==> config.mk <==
export PLATFORM = sky130hd
export DESIGN_NAME = life_engine_flat
export DESIGN_NICKNAME = d
export VERILOG_FILES = /design/src/rtl/life_engine_if.sv /design/src/rtl/life_engine.sv /design/src/flat_wrapper.sv
export SDC_FILE = /design/constraint.sdc
export NUM_CORES = 1
export LEC_CHECK = 0
export ABC_AREA = 0
export CAP_MARGIN = 20
export CORE_MARGIN = 1.5
export CORE_UTILIZATION = 40
export DETAILED_ROUTE_END_ITERATION = 8
export PLACE_DENSITY_LB_ADDON = 0.12
export SYNTH_ARGS = -nofsm -noshare
export SYNTH_HDL_FRONTEND = slang
export SYNTH_SLANG_ARGS = --single-unit
==> constraint.sdc <==
create_clock -name clk -period 8.32 [get_ports clk]
set_input_delay 0.832 -clock clk [delete_from_list [all_inputs] [get_ports clk]]
set_output_delay 0.832 -clock clk [all_outputs]
set_load 0.005 [all_outputs]
==> src/rtl/life_engine_if.sv <==
// Control and pixel-read bundle between the Life engine and its
// frame/renderer side.
interface life_engine_if #(
    parameter int BOARD_W = 8,
    parameter int BOARD_H = 8,
    parameter int GEN_W   = 16
);
    localparam int XW = $clog2(BOARD_W);
    localparam int YW = $clog2(BOARD_H);

    logic             frame_tick;
    logic             run;
    logic             step;
    logic             clear;
    logic             seed_load;
    logic [XW-1:0]    rd_x;
    logic [YW-1:0]    rd_y;
    logic             rd_cell;
    logic             busy;
    logic [GEN_W-1:0] gen_count;

    modport master (
        output frame_tick, run, step, clear, seed_load, rd_x, rd_y,
        input  rd_cell, busy, gen_count
    );

    modport slave (
        input  frame_tick, run, step, clear, seed_load, rd_x, rd_y,
        output rd_cell, busy, gen_count
    );
endinterface

==> src/rtl/life_engine.sv <==
// Game of Life engine: double-buffered board, one cell per clock
// sweep, committed to the display buffer once per generation.
module life_engine #(
    parameter int BOARD_W        = 8,
    parameter int BOARD_H        = 8,
    parameter int WRAP           = 0,
    parameter int FRAMES_PER_GEN = 1,
    parameter int GEN_W          = 16,
    parameter logic [BOARD_W*BOARD_H-1:0] SEED = 'h38
) (
    input logic          clk,
    input logic          rst_n,
    life_engine_if.slave bus
);
    localparam int SIZE = BOARD_W * BOARD_H;
    localparam int IW   = $clog2(SIZE);
    localparam int XW   = $clog2(BOARD_W);
    localparam int YW   = $clog2(BOARD_H);
    localparam int DW   = $clog2(FRAMES_PER_GEN + 1);

    typedef enum logic [1:0] {IDLE, CALC, COMMIT} state_t;

    state_t           state;
    state_t           state_nxt;
    logic [SIZE-1:0]  disp;
    logic [SIZE-1:0]  nxt;
    logic [IW-1:0]    idx;
    logic [XW-1:0]    cx;
    logic [YW-1:0]    cy;
    logic [DW-1:0]    div;
    logic             step_pend;
    logic [GEN_W-1:0] gen;
    logic             div_go;
    logic             start;
    logic             last;
    logic             cell_new;
    logic [3:0]       ncount;
    int               nx;
    int               ny;

    assign div_go = bus.run && bus.frame_tick &&
                    (div == DW'(FRAMES_PER_GEN - 1));
    assign start  = (state == IDLE) && bus.frame_tick &&
                    (div_go || step_pend);
    assign last   = (idx == IW'(SIZE - 1));

    always_comb begin
        state_nxt = state;
        unique case (state)
            IDLE:    if (start) state_nxt = CALC;
            CALC:    if (last) state_nxt = COMMIT;
            COMMIT:  state_nxt = IDLE;
            default: state_nxt = IDLE;
        endcase
    end

    // Neighbour coordinates use full-width compares so non-power-of-2
    // boards wrap or clip correctly.
    always_comb begin
        ncount = '0;
        nx     = 0;
        ny     = 0;
        for (int dy = -1; dy <= 1; dy++) begin
            for (int dx = -1; dx <= 1; dx++) begin
                nx = int'(cx) + dx;
                ny = int'(cy) + dy;
                if (WRAP != 0) begin
                    if (nx < 0) nx = BOARD_W - 1;
                    else if (nx >= BOARD_W) nx = 0;
                    if (ny < 0) ny = BOARD_H - 1;
                    else if (ny >= BOARD_H) ny = 0;
                end
                if (!(dx == 0 && dy == 0) &&
                    nx >= 0 && nx < BOARD_W &&
                    ny >= 0 && ny < BOARD_H)
                    ncount = ncount +
                             {3'b000, disp[IW'(ny * BOARD_W + nx)]};
            end
        end
    end

    assign cell_new = disp[idx] ? (ncount == 4'd2 || ncount == 4'd3)
                                : (ncount == 4'd3);

    always_comb begin
        bus.rd_cell = 1'b0;
        if (int'(bus.rd_x) < BOARD_W && int'(bus.rd_y) < BOARD_H)
            bus.rd_cell = disp[IW'(int'(bus.rd_y) * BOARD_W +
                                   int'(bus.rd_x))];
    end

    assign bus.busy      = (state == CALC);
    assign bus.gen_count = gen;

    always_ff @(posedge clk) begin
        if (!rst_n) begin
            state     <= IDLE;
            disp      <= SEED;
            nxt       <= '0;
            idx       <= '0;
            cx        <= '0;
            cy        <= '0;
            div       <= '0;
            step_pend <= 1'b0;
            gen       <= '0;
        end else if (bus.clear || bus.seed_load) begin
            state     <= IDLE;
            disp      <= bus.clear ? '0 : SEED;
            nxt       <= '0;
            idx       <= '0;
            cx        <= '0;
            cy        <= '0;
            div       <= '0;
            step_pend <= 1'b0;
            gen       <= '0;
        end else begin
            state <= state_nxt;
            if (!bus.run)
                div <= '0;
            else if (bus.frame_tick)
                div <= div_go ? '0 : div + 1'b1;
            if (start)
                step_pend <= 1'b0;
            else if (bus.step)
                step_pend <= 1'b1;
            if (start) begin
                idx <= '0;
                cx  <= '0;
                cy  <= '0;
            end
            if (state == CALC) begin
                nxt[idx] <= cell_new;
                idx      <= idx + 1'b1;
                if (cx == XW'(BOARD_W - 1)) begin
                    cx <= '0;
                    cy <= cy + 1'b1;
                end else begin
                    cx <= cx + 1'b1;
                end
            end
            if (state == COMMIT) begin
                disp <= nxt;
                gen  <= gen + 1'b1;
            end
        end
    end
endmodule

==> src/flat_wrapper.sv <==
// flat-port wrapper written by rule: the top's interface ports become plain ports
module life_engine_flat 
#(
    parameter int BOARD_W        = 8,
    parameter int BOARD_H        = 8,
    parameter int WRAP           = 0,
    parameter int FRAMES_PER_GEN = 1,
    parameter int GEN_W          = 16,
    parameter logic [BOARD_W*BOARD_H-1:0] SEED = 'h38
)
  (clk, rst_n, bus_frame_tick, bus_run, bus_step, bus_clear, bus_seed_load, bus_rd_x, bus_rd_y, bus_rd_cell, bus_busy, bus_gen_count);
  life_engine_if #(.BOARD_W(BOARD_W), .BOARD_H(BOARD_H), .GEN_W(GEN_W)) bus_i ();
  input logic clk;
  input logic rst_n;
  input wire logic [$bits(bus_i.frame_tick)-1:0] bus_frame_tick;
  input wire logic [$bits(bus_i.run)-1:0] bus_run;
  input wire logic [$bits(bus_i.step)-1:0] bus_step;
  input wire logic [$bits(bus_i.clear)-1:0] bus_clear;
  input wire logic [$bits(bus_i.seed_load)-1:0] bus_seed_load;
  input wire logic [$bits(bus_i.rd_x)-1:0] bus_rd_x;
  input wire logic [$bits(bus_i.rd_y)-1:0] bus_rd_y;
  output wire logic [$bits(bus_i.rd_cell)-1:0] bus_rd_cell;
  output wire logic [$bits(bus_i.busy)-1:0] bus_busy;
  output wire logic [$bits(bus_i.gen_count)-1:0] bus_gen_count;
  assign bus_i.frame_tick = bus_frame_tick;
  assign bus_i.run = bus_run;
  assign bus_i.step = bus_step;
  assign bus_i.clear = bus_clear;
  assign bus_i.seed_load = bus_seed_load;
  assign bus_i.rd_x = bus_rd_x;
  assign bus_i.rd_y = bus_rd_y;
  assign bus_rd_cell = bus_i.rd_cell;
  assign bus_busy = bus_i.busy;
  assign bus_gen_count = bus_i.gen_count;
  life_engine #(.BOARD_W(BOARD_W), .BOARD_H(BOARD_H), .WRAP(WRAP), .FRAMES_PER_GEN(FRAMES_PER_GEN), .GEN_W(GEN_W), .SEED(SEED)) u_core (.clk(clk), .rst_n(rst_n), .bus(bus_i));
endmodule
==> insert_results.sql, run 1 <==
INSERT INTO impl_metrics (metric_group, metric, value, unit) VALUES
('status', 'status', 'complete, no violations', ''),
('power_and_ir_drop', 'ir_drop', '0.129', 'mV'),
('logic_synthesis', 'ys_async_sr_fraction', '0', ''),
('flow_run', 'max_cap_violations', '0', ''),
('sta', 'worst_pin_slew', '1.11', 'ns'),
('worst_setup_path', 'crit_path_max_fanout', '27', ''),
('layout', 'antenna_cells', '0', ''),
('logic_synthesis', 'yosys_warnings', '0', ''),
('sta', 'finalHoldWorstSlack', '0.436', 'ns'),
('global_routing', 'grt_start_max_net_pins', '69', ''),
('power_and_ir_drop', 'power_density', '132', 'nW/um2'),
('worst_setup_path', 'critical_path_class', 'flip-flop to flip-flop', ''),
('layout', 'syn2layout_area_growth', '12.8', '%'),
('detailed_routing', 'routed-via-count', '8858', ''),
('worst_setup_path', 'path_buf_inv', '3', ''),
('logic_synthesis', 'yosys_register_bits', '160', ''),
('layout', 'post_route_cells_drive_above_1_share', '0.217', ''),
('sta', 'timing.final.crit_period', '7.91', 'ns'),
('logic_synthesis', 'yosysTopAreaCell', 'sky130_fd_sc_hd__dfxtp_1', ''),
('global_routing', 'first_pass_grt_wire_length', '47.6', 'mm'),
('logic_synthesis', 'yosys_cell_types', '64', ''),
('floorplanning', 'fp.dieArea', '27300', 'um2'),
('floorplanning', 'start_util', '0.406', ''),
('worst_setup_path', 'critical_path_arrival', '8.25', 'ns'),
('worst_setup_path', 'number_of_cells_on_the_worst_reg_to_reg_path', '35', ''),
('worst_setup_path', 'rr_endpoint', 'u_core.nxt[60]$_SDFFE_PP0P_', ''),
('sta', 'worst_slew_margin_rel', '0.258', ''),
('layout', 'num-nets-final', '1197', ''),
('sta', 'setup-violations-final', '0', ''),
('logic_synthesis', 'ys_dominant_reg_cell', 'sky130_fd_sc_hd__dfxtp_1', ''),
('clocking', 'tritoncts', 'done', ''),
('floorplanning', 'die_width', '165', 'um'),
('clocking', 'root_buffer_cell', 'sky130_fd_sc_hd__clkbuf_16', ''),
('global_routing', 'globalRouteTotalUtil', '0.229', ''),
('clocking', 'ctsHtreeMaxLevel', '4', ''),
('worst_hold_path', 'hold_path_class', 'flip-flop to flip-flop', ''),
('clocking', 'clkTransAtPathRegs', '0.07', 'ns'),
('layout', 'design_area', '11900', 'um2'),
('detailed_routing', 'total_routed_wirelength', '30.6', 'mm'),
('logic_synthesis', 'synth-edff-count', '0', ''),
('floorplanning', 'floorplan.die.height', '165', 'um'),
('power_and_ir_drop', 'power_leakage', '0.00365', 'uW'),
('clocking', 'clock_path_buffers', '2', ''),
('worst_hold_path', 'hold_depth', '2', ''),
('detailed_routing', 'avgViaCountPerCell', '5.90', ''),
('worst_setup_path', 'critPathLaunchType', 'flip-flop', ''),
('logic_synthesis', 'postSynthCellCount', '1167', ''),
('placed_design', 'port_buffers', '30', ''),
('logic_synthesis', 'syn_area', '10500', 'um2'),
('global_routing', 'grt_antenna_before_repair', '0', ''),
('detailed_routing', 'initialDrtViolationCount', '855', ''),
('worst_setup_path', 'crit_family', 'adder cells', ''),
('placed_design', 'place_congestion', '0.931', ''),
('placed_design', 'dpl.cell_count', '1459', ''),
('worst_setup_path', 'critical_path.reg2reg.startpoint', 'u_core.cx[0]$_SDFFE_PP0P_', ''),
('floorplanning', 'fp.coreArea', '25900', 'um2'),
('detailed_routing', 'antenna_violating_nets_post_route', '0', ''),
('worst_setup_path', 'slowest_delay', '0.55', 'ns'),
('global_routing', 'first_global_vias', '8230', ''),
('floorplanning', 'num_rows', '59', ''),
('layout', 'fin_cells', '1501', ''),
('logic_synthesis', 'postSynthNetCount', '1211', ''),
('logic_synthesis', 'syn_avg_cell_area', '9.01', 'um2'),
('worst_hold_path', 'worstHoldStart', 'u_core.div$_SDFFE_PP0P_', ''),
('sta', 'maxClockFrequency', '126', 'MHz'),
('sta', 'timing.final.crit_share', '0.951', ''),
('placed_design', 'postPlaceCellArea', '11100', 'um2'),
('logic_synthesis', 'largest_cells_by_area_after_synthesis', 'sky130_fd_sc_hd__dfxtp_1 (30%), sky130_fd_sc_hd__mux4_2 (17%), sky130_fd_sc_hd__nand2_1 (8.6%)', ''),
('clocking', 'cts-hold-fix-buffers', '0', ''),
('power_and_ir_drop', 'power', '1570', 'uW'),
('sta', 'timing_max_transition_violations_final', '0', '');
==> cells in the mapped netlist, types with 2 or more instances <==
| master | number |
|---|---|
| sky130_fd_sc_hd__nor4b_1 | 2 |
| sky130_fd_sc_hd__or3_1 | 10 |
| sky130_fd_sc_hd__nand4_1 | 4 |
| sky130_fd_sc_hd__o21ai_1 | 4 |
| sky130_fd_sc_hd__nor3b_1 | 3 |
| sky130_fd_sc_hd__fa_1 | 3 |
| sky130_fd_sc_hd__buf_1 | 12 |
| sky130_fd_sc_hd__xnor2_1 | 15 |
| sky130_fd_sc_hd__xor2_1 | 13 |
| sky130_fd_sc_hd__mux4_2 | 79 |
| sky130_fd_sc_hd__a2111oi_0 | 2 |
| sky130_fd_sc_hd__buf_2 | 15 |
| sky130_fd_sc_hd__nand2b_1 | 8 |
| sky130_fd_sc_hd__nor2b_1 | 8 |
| sky130_fd_sc_hd__and2_1 | 8 |
| sky130_fd_sc_hd__nand2_1 | 241 |
| sky130_fd_sc_hd__ha_1 | 28 |
| sky130_fd_sc_hd__nor3_1 | 9 |
| sky130_fd_sc_hd__buf_6 | 6 |
| sky130_fd_sc_hd__dfxtp_1 | 160 |
| sky130_fd_sc_hd__a21oi_1 | 87 |
| sky130_fd_sc_hd__o211ai_1 | 2 |
| sky130_fd_sc_hd__o31ai_2 | 60 |
| sky130_fd_sc_hd__o21ai_0 | 18 |
| sky130_fd_sc_hd__clkbuf_1 | 69 |
| sky130_fd_sc_hd__a31oi_1 | 5 |
| sky130_fd_sc_hd__nor2_1 | 38 |
| sky130_fd_sc_hd__and3_1 | 7 |
| sky130_fd_sc_hd__a211oi_1 | 5 |
| sky130_fd_sc_hd__mux2i_1 | 38 |
| sky130_fd_sc_hd__inv_1 | 12 |
| sky130_fd_sc_hd__o22ai_1 | 5 |
| sky130_fd_sc_hd__nand3_1 | 144 |
| sky130_fd_sc_hd__mux2_2 | 8 |
| sky130_fd_sc_hd__buf_4 | 4 |
| sky130_fd_sc_hd__o31ai_1 | 6 |
| sky130_fd_sc_hd__nor4_1 | 2 |
==> tightest hold or removal path, cell delays in order, from the launching register on <==
cell and delay, ns:
sky130_fd_sc_hd__dfxtp_1 0.31, sky130_fd_sc_hd__nand2_1 0.05, sky130_fd_sc_hd__nor3_1 0.04
==> cell usage in the layout (no fill, tap or decap), types with 6 or more instances in the layout <==
cell type,count
sky130_fd_sc_hd__buf_4,33
sky130_fd_sc_hd__nor2b_1,7
sky130_fd_sc_hd__nor2_1,37
sky130_fd_sc_hd__mux2i_1,38
sky130_fd_sc_hd__nand2_1,240
sky130_fd_sc_hd__a21oi_1,87
sky130_fd_sc_hd__or3_1,10
sky130_fd_sc_hd__clkbuf_16,18
sky130_fd_sc_hd__nand2b_1,7
sky130_fd_sc_hd__nand3_1,144
sky130_fd_sc_hd__xor2_1,13
sky130_fd_sc_hd__mux4_2,79
sky130_fd_sc_hd__and3_1,7
sky130_fd_sc_hd__o21ai_0,18
sky130_fd_sc_hd__dfxtp_1,158
sky130_fd_sc_hd__and2_1,7
sky130_fd_sc_hd__inv_1,12
sky130_fd_sc_hd__ha_1,26
sky130_fd_sc_hd__xnor2_1,14
sky130_fd_sc_hd__o31ai_2,60
sky130_fd_sc_hd__clkdlybuf4s50_1,30
sky130_fd_sc_hd__mux2_2,8
sky130_fd_sc_hd__o31ai_1,6
==> logic make-up after synthesis <==
logic type / count (synthesis) / share of synthesized area
simple gates: 496 / 0.216
compound gates: 205 / 0.149
flops: 160 / 0.304
mux: 125 / 0.214
buf+inv: 120 / 0.0503
fa+ha+maj: 31 / 0.0390
xor+xnor: 30 / 0.0275
==> registers in the layout, indices dropped and copies added, names as in the netlist <==
name and flops:
u_core.idx 6, u_core.cy 3, u_core.step_pend 1, u_core.state 2, u_core.disp 64, u_core.nxt 64, u_core.div 1, u_core.bus.gen_count 16
u_core.cx 3
==> metal layers <==
metal  share of wire  up-vias  global-route usage
met5               0        -                   0
met1            0.47     4370               0.322
met2            0.46      236               0.360
met3           0.054       25              0.0462
li1                -     4227                   -
met4           0.016        0              0.0581
==> where the power goes <==
part | leakage (uW) | internal [uW] | switching [uW]
clock network | 0.000285 | 414 | 345
logic | 0.00207 | 16.4 | 25.1
registers | 0.00129 | 767 | 1.67
==> cell type report <==
class | count | area, um2
Inverter | 14 | 52.6
Timing Repair Buffer | 73 | 717
Clock inverter | 12 | 98.8
Fill cell | 2560 | 14000
Tap cell | 335 | 419
Clock buffer | 20 | 467
Multi-Input combinational cell | 887 | 6900
Sequential cell | 160 | 3210
==> metrics by stage <==
stage,util,setup WS (ns)
4_1_cts,0.452,0.0759
3_3_place_gp,0.430,0.248
5_1_grt,0.458,-0.0324
3_5_place_dp,0.430,0.108
6_report,0.458,0.411
2_1_floorplan,-,0.0875
==> worst max-delay path by stage <==
stage	from	to	slack, ns	depth (start not counted)
after floorplan	u_core.cx[0]$_SDFFE_PP0P_	u_core.nxt[10]$_SDFFE_PP0P_	0.09	38
after global placement	u_core.cy[1]$_SDFF_PP0_	u_core.nxt[3]$_SDFFE_PP0P_	0.25	33
after detailed placement	u_core.cy[1]$_SDFF_PP0_	u_core.nxt[7]$_SDFFE_PP0P_	0.11	33
after CTS	u_core.cy[1]$_SDFF_PP0_	u_core.nxt[7]$_SDFFE_PP0P_	0.08	33
after global routing	u_core.cx[0]$_SDFFE_PP0P_	u_core.nxt[8]$_SDFFE_PP0P_	-0.03	35
final	u_core.cx[0]$_SDFFE_PP0P_	u_core.nxt[60]$_SDFFE_PP0P_	0.41	35
==> what timing repair did <==
action | CTS | global route
resized for setup | 0 | 11
setup buffers | 0 | 6
setup endpoints to repair | 0 | 64
Note: power is estimated with default switching activity, not from simulation.
==> inputs of run 2 (changes only) <==
ABC_AREA = unset   (was 0)
CTS_CLUSTER_SIZE = 12   (was unset)
==> results of run 2 <==
The final DEF is identical to that of run 1; final timing and power are the same.
==> inputs of run 3 (changes only) <==
CORE_ASPECT_RATIO = 1.2   (was unset)
DONT_BUFFER_PORTS = 1   (was unset)
==> run 3 against run 2 <==
Against the previous run:
- sequential share of layout area grew 0.89 points
- non-clock buffer count shrank 39
- count of clock-buffer cells in the layout shrank 3
- maximum frequency grew 0.74%
- highest routed layer unchanged
- first-iteration DRC count shrank 24%
- clock power grew 5.5%
- final area shrank 3.2%
==> insert_results.sql, run 3 (synthesized netlist as in run 1, its figures left out) <==
INSERT INTO impl_metrics (metric_group, metric, value, unit) VALUES
('floorplanning', 'fp.coreArea', '25700', 'um2'),
('worst_setup_path', 'critical_path_arrival', '8.20', 'ns'),
('layout', 'most-common-layout-cells', 'sky130_fd_sc_hd__nand2_1 (240), sky130_fd_sc_hd__dfxtp_1 (158), sky130_fd_sc_hd__nand3_1 (144), sky130_fd_sc_hd__a21oi_1 (87), sky130_fd_sc_hd__mux4_2 (79)', ''),
('floorplanning', 'start_util', '0.409', ''),
('floorplanning', 'top_level_ports', '31', ''),
('clocking', 'cts_inserted_buffers', '17', ''),
('worst_setup_path', 'crit_family', 'adder cells', ''),
('sta', 'rsz0062_at_grt', 'no', ''),
('clocking', 'post-cts-setup-buffers', '0', ''),
('placed_design', 'place_congestion', '0.851', ''),
('placed_design', 'dpl.cell_count', '1423', ''),
('floorplanning', 'num_rows', '64', ''),
('worst_hold_path', 'hold_path_class', 'flip-flop to flip-flop', ''),
('sta', 'timing.final.hold_violations', '0', ''),
('worst_setup_path', 'critPathRequiredTime', '8.67', 'ns'),
('layout', 'num-nets-final', '1158', ''),
('worst_setup_path', 'critical_path_class', 'flip-flop to flip-flop', ''),
('sta', 'maxClockFrequency', '127', 'MHz'),
('placed_design', 'post-dp-hpwl', '20.9', 'mm'),
('clocking', 'clock_sink_count', '160', ''),
('detailed_routing', 'routed-via-count', '8689', ''),
('floorplanning', 'floorplan.die.height', '181', 'um'),
('clocking', 'cts-hold-fix-buffers', '0', ''),
('sta', 'final.setup.tns', '0', 'ns'),
('layout', 'antenna_cells', '0', ''),
('sta', 'finalHoldWorstSlack', '0.442', 'ns'),
('global_routing', 'grt_antenna_before_repair', '0', ''),
('sta', 'worst_pin_slew', '1.07', 'ns'),
('clocking', 'worst_skew_pair.late_latency', '0.45', 'ns'),
('detailed_routing', 'antenna_violating_nets_post_route', '0', ''),
('clocking', 'clkTransAtPathRegs', '0.07', 'ns'),
('sta', 'finClkSkew', '0.0173', 'ns'),
('clocking', 'cts-resized-gates', '0', ''),
('detailed_routing', 'firstDrtPassIters', '7', ''),
('sta', 'timing.final.crit_share', '0.944', ''),
('worst_setup_path', 'critical_path.endpoint_type', 'flip-flop', ''),
('detailed_routing', 'total_routed_wirelength', '30.6', 'mm'),
('worst_setup_path', 'critical_path.slowest_cell', 'sky130_fd_sc_hd__mux4_2', ''),
('worst_setup_path', 'crit_path_max_fanout', '45', ''),
('floorplanning', 'die_width', '151', 'um'),
('worst_setup_path', 'critPathLaunchType', 'flip-flop', ''),
('power_and_ir_drop', 'ir_drop', '0.110', 'mV'),
('detailed_routing', 'wirelength_per_cell', '21.0', 'um'),
('clocking', 'tritoncts', 'done', ''),
('placed_design', 'port_buffers', '0', ''),
('clocking', 'root_buffer_cell', 'sky130_fd_sc_hd__clkbuf_16', ''),
('global_routing', 'first_pass_grt_wire_length', '49.0', 'mm'),
('layout', 'post_route_cells_drive_above_1_share', '0.217', ''),
('global_routing', 'grt_start_max_net_pins', '88', ''),
('sta', 'timing_max_transition_violations_final', '0', ''),
('detailed_routing', 'initialDrtViolationCount', '646', ''),
('layout', 'syn2layout_area_growth', '9.17', '%'),
('detailed_routing', 'avgViaCountPerCell', '5.96', ''),
('floorplanning', 'fp.dieArea', '27300', 'um2'),
('sta', 'setup-violations-final', '0', ''),
('worst_setup_path', 'regToRegSetupSlack', '0.47', 'ns'),
('layout', 'nFillCells', '2527', ''),
('power_and_ir_drop', 'power_density', '139', 'nW/um2'),
('global_routing', 'globalRouteTotalUtil', '0.234', ''),
('status', 'status', 'complete, no violations', ''),
('sta', 'timing.final.crit_period', '7.85', 'ns'),
('global_routing', 'global_route.overflow_total', '0', ''),
('layout', 'mostFrequentLayoutCell', 'sky130_fd_sc_hd__nand2_1', ''),
('worst_setup_path', 'path_buf_inv', '2', ''),
('clocking', 'ctsHtreeMaxLevel', '4', ''),
('flow_run', 'max_cap_violations', '0', ''),
('worst_setup_path', 'cpMostUsedCell', 'sky130_fd_sc_hd__ha_1', ''),
('worst_setup_path', 'slowest_delay', '0.54', 'ns'),
('layout', 'fin_cells', '1457', ''),
('clocking', 'clock_path_buffers', '2', ''),
('global_routing', 'first_global_vias', '8160', ''),
('sta', 'worst_slew_margin_rel', '0.289', ''),
('detailed_routing', 'drcViolationCount', '0', ''),
('power_and_ir_drop', 'power_leakage', '0.00348', 'uW');
[run 3: path summary, 6_finish.rpt]
check,to,cells past startpoint,start
setup / recovery,u_core.nxt[0]$_SDFFE_PP0P_,33,u_core.cy[1]$_SDFF_PP0_
hold / removal,u_core.div$_SDFFE_PP0P_,2,u_core.div$_SDFFE_PP0P_
setup reg to reg,u_core.nxt[0]$_SDFFE_PP0P_,33,u_core.cy[1]$_SDFF_PP0_
hold reg to reg,u_core.div$_SDFFE_PP0P_,2,u_core.div$_SDFFE_PP0P_
[run 3: metrics by stage]
stage	worst slack, ns	total power (uW)	area (um2)	utilization
finish	0.469	1600	11500	0.447
floorplan	0.0875	809	10500	-
global placement	0.358	815	10800	0.421
global route	0.0470	1650	11500	0.447
detailed placement	0.180	815	10800	0.422
CTS	0.149	1610	11400	0.445
[run 3: area by class of cell]
| type | count | area, um2 | area share |
|---|---|---|---|
| Multi-Input combinational cell | 887 | 6890 | 0.600 |
| Clock buffer | 17 | 425 | 0.0370 |
| Sequential cell | 160 | 3210 | 0.279 |
| Inverter | 14 | 52.6 | 0.00458 |
| Tap cell | 330 | 413 | 0.0360 |
| Clock inverter | 15 | 169 | 0.0147 |
| Timing Repair Buffer | 34 | 325 | 0.0283 |
[run 3: power by group]
| group | total (uW) | switching [uW] | internal [uW] |
|---|---|---|---|
| Clock | 801 | 372 | 428 |
| Combinational | 28.9 | 18.2 | 10.8 |
| Sequential | 768 | 1.56 | 766 |
[run 3: routing by layer]
layer	routed length, um	vias to the layer above	GRT usage
li1	-	4143	-
met1	13800	4326	0.317
met2	15200	197	0.385
met3	1190	23	0.0339
met4	514	0	0.0691
met5	0	-	0
[run 3: worst reg2reg max path: cells and delay by family, from the launching register on]
kind / cells / cell delay (ns)
mux: 2 / 0.71
buf+inv: 2 / 0.32
simple gates: 11 / 1.25
compound gates: 6 / 1.62
xor+xnor: 2 / 0.37
fa+ha+maj: 10 / 3.10
flops: 1 / 0.41
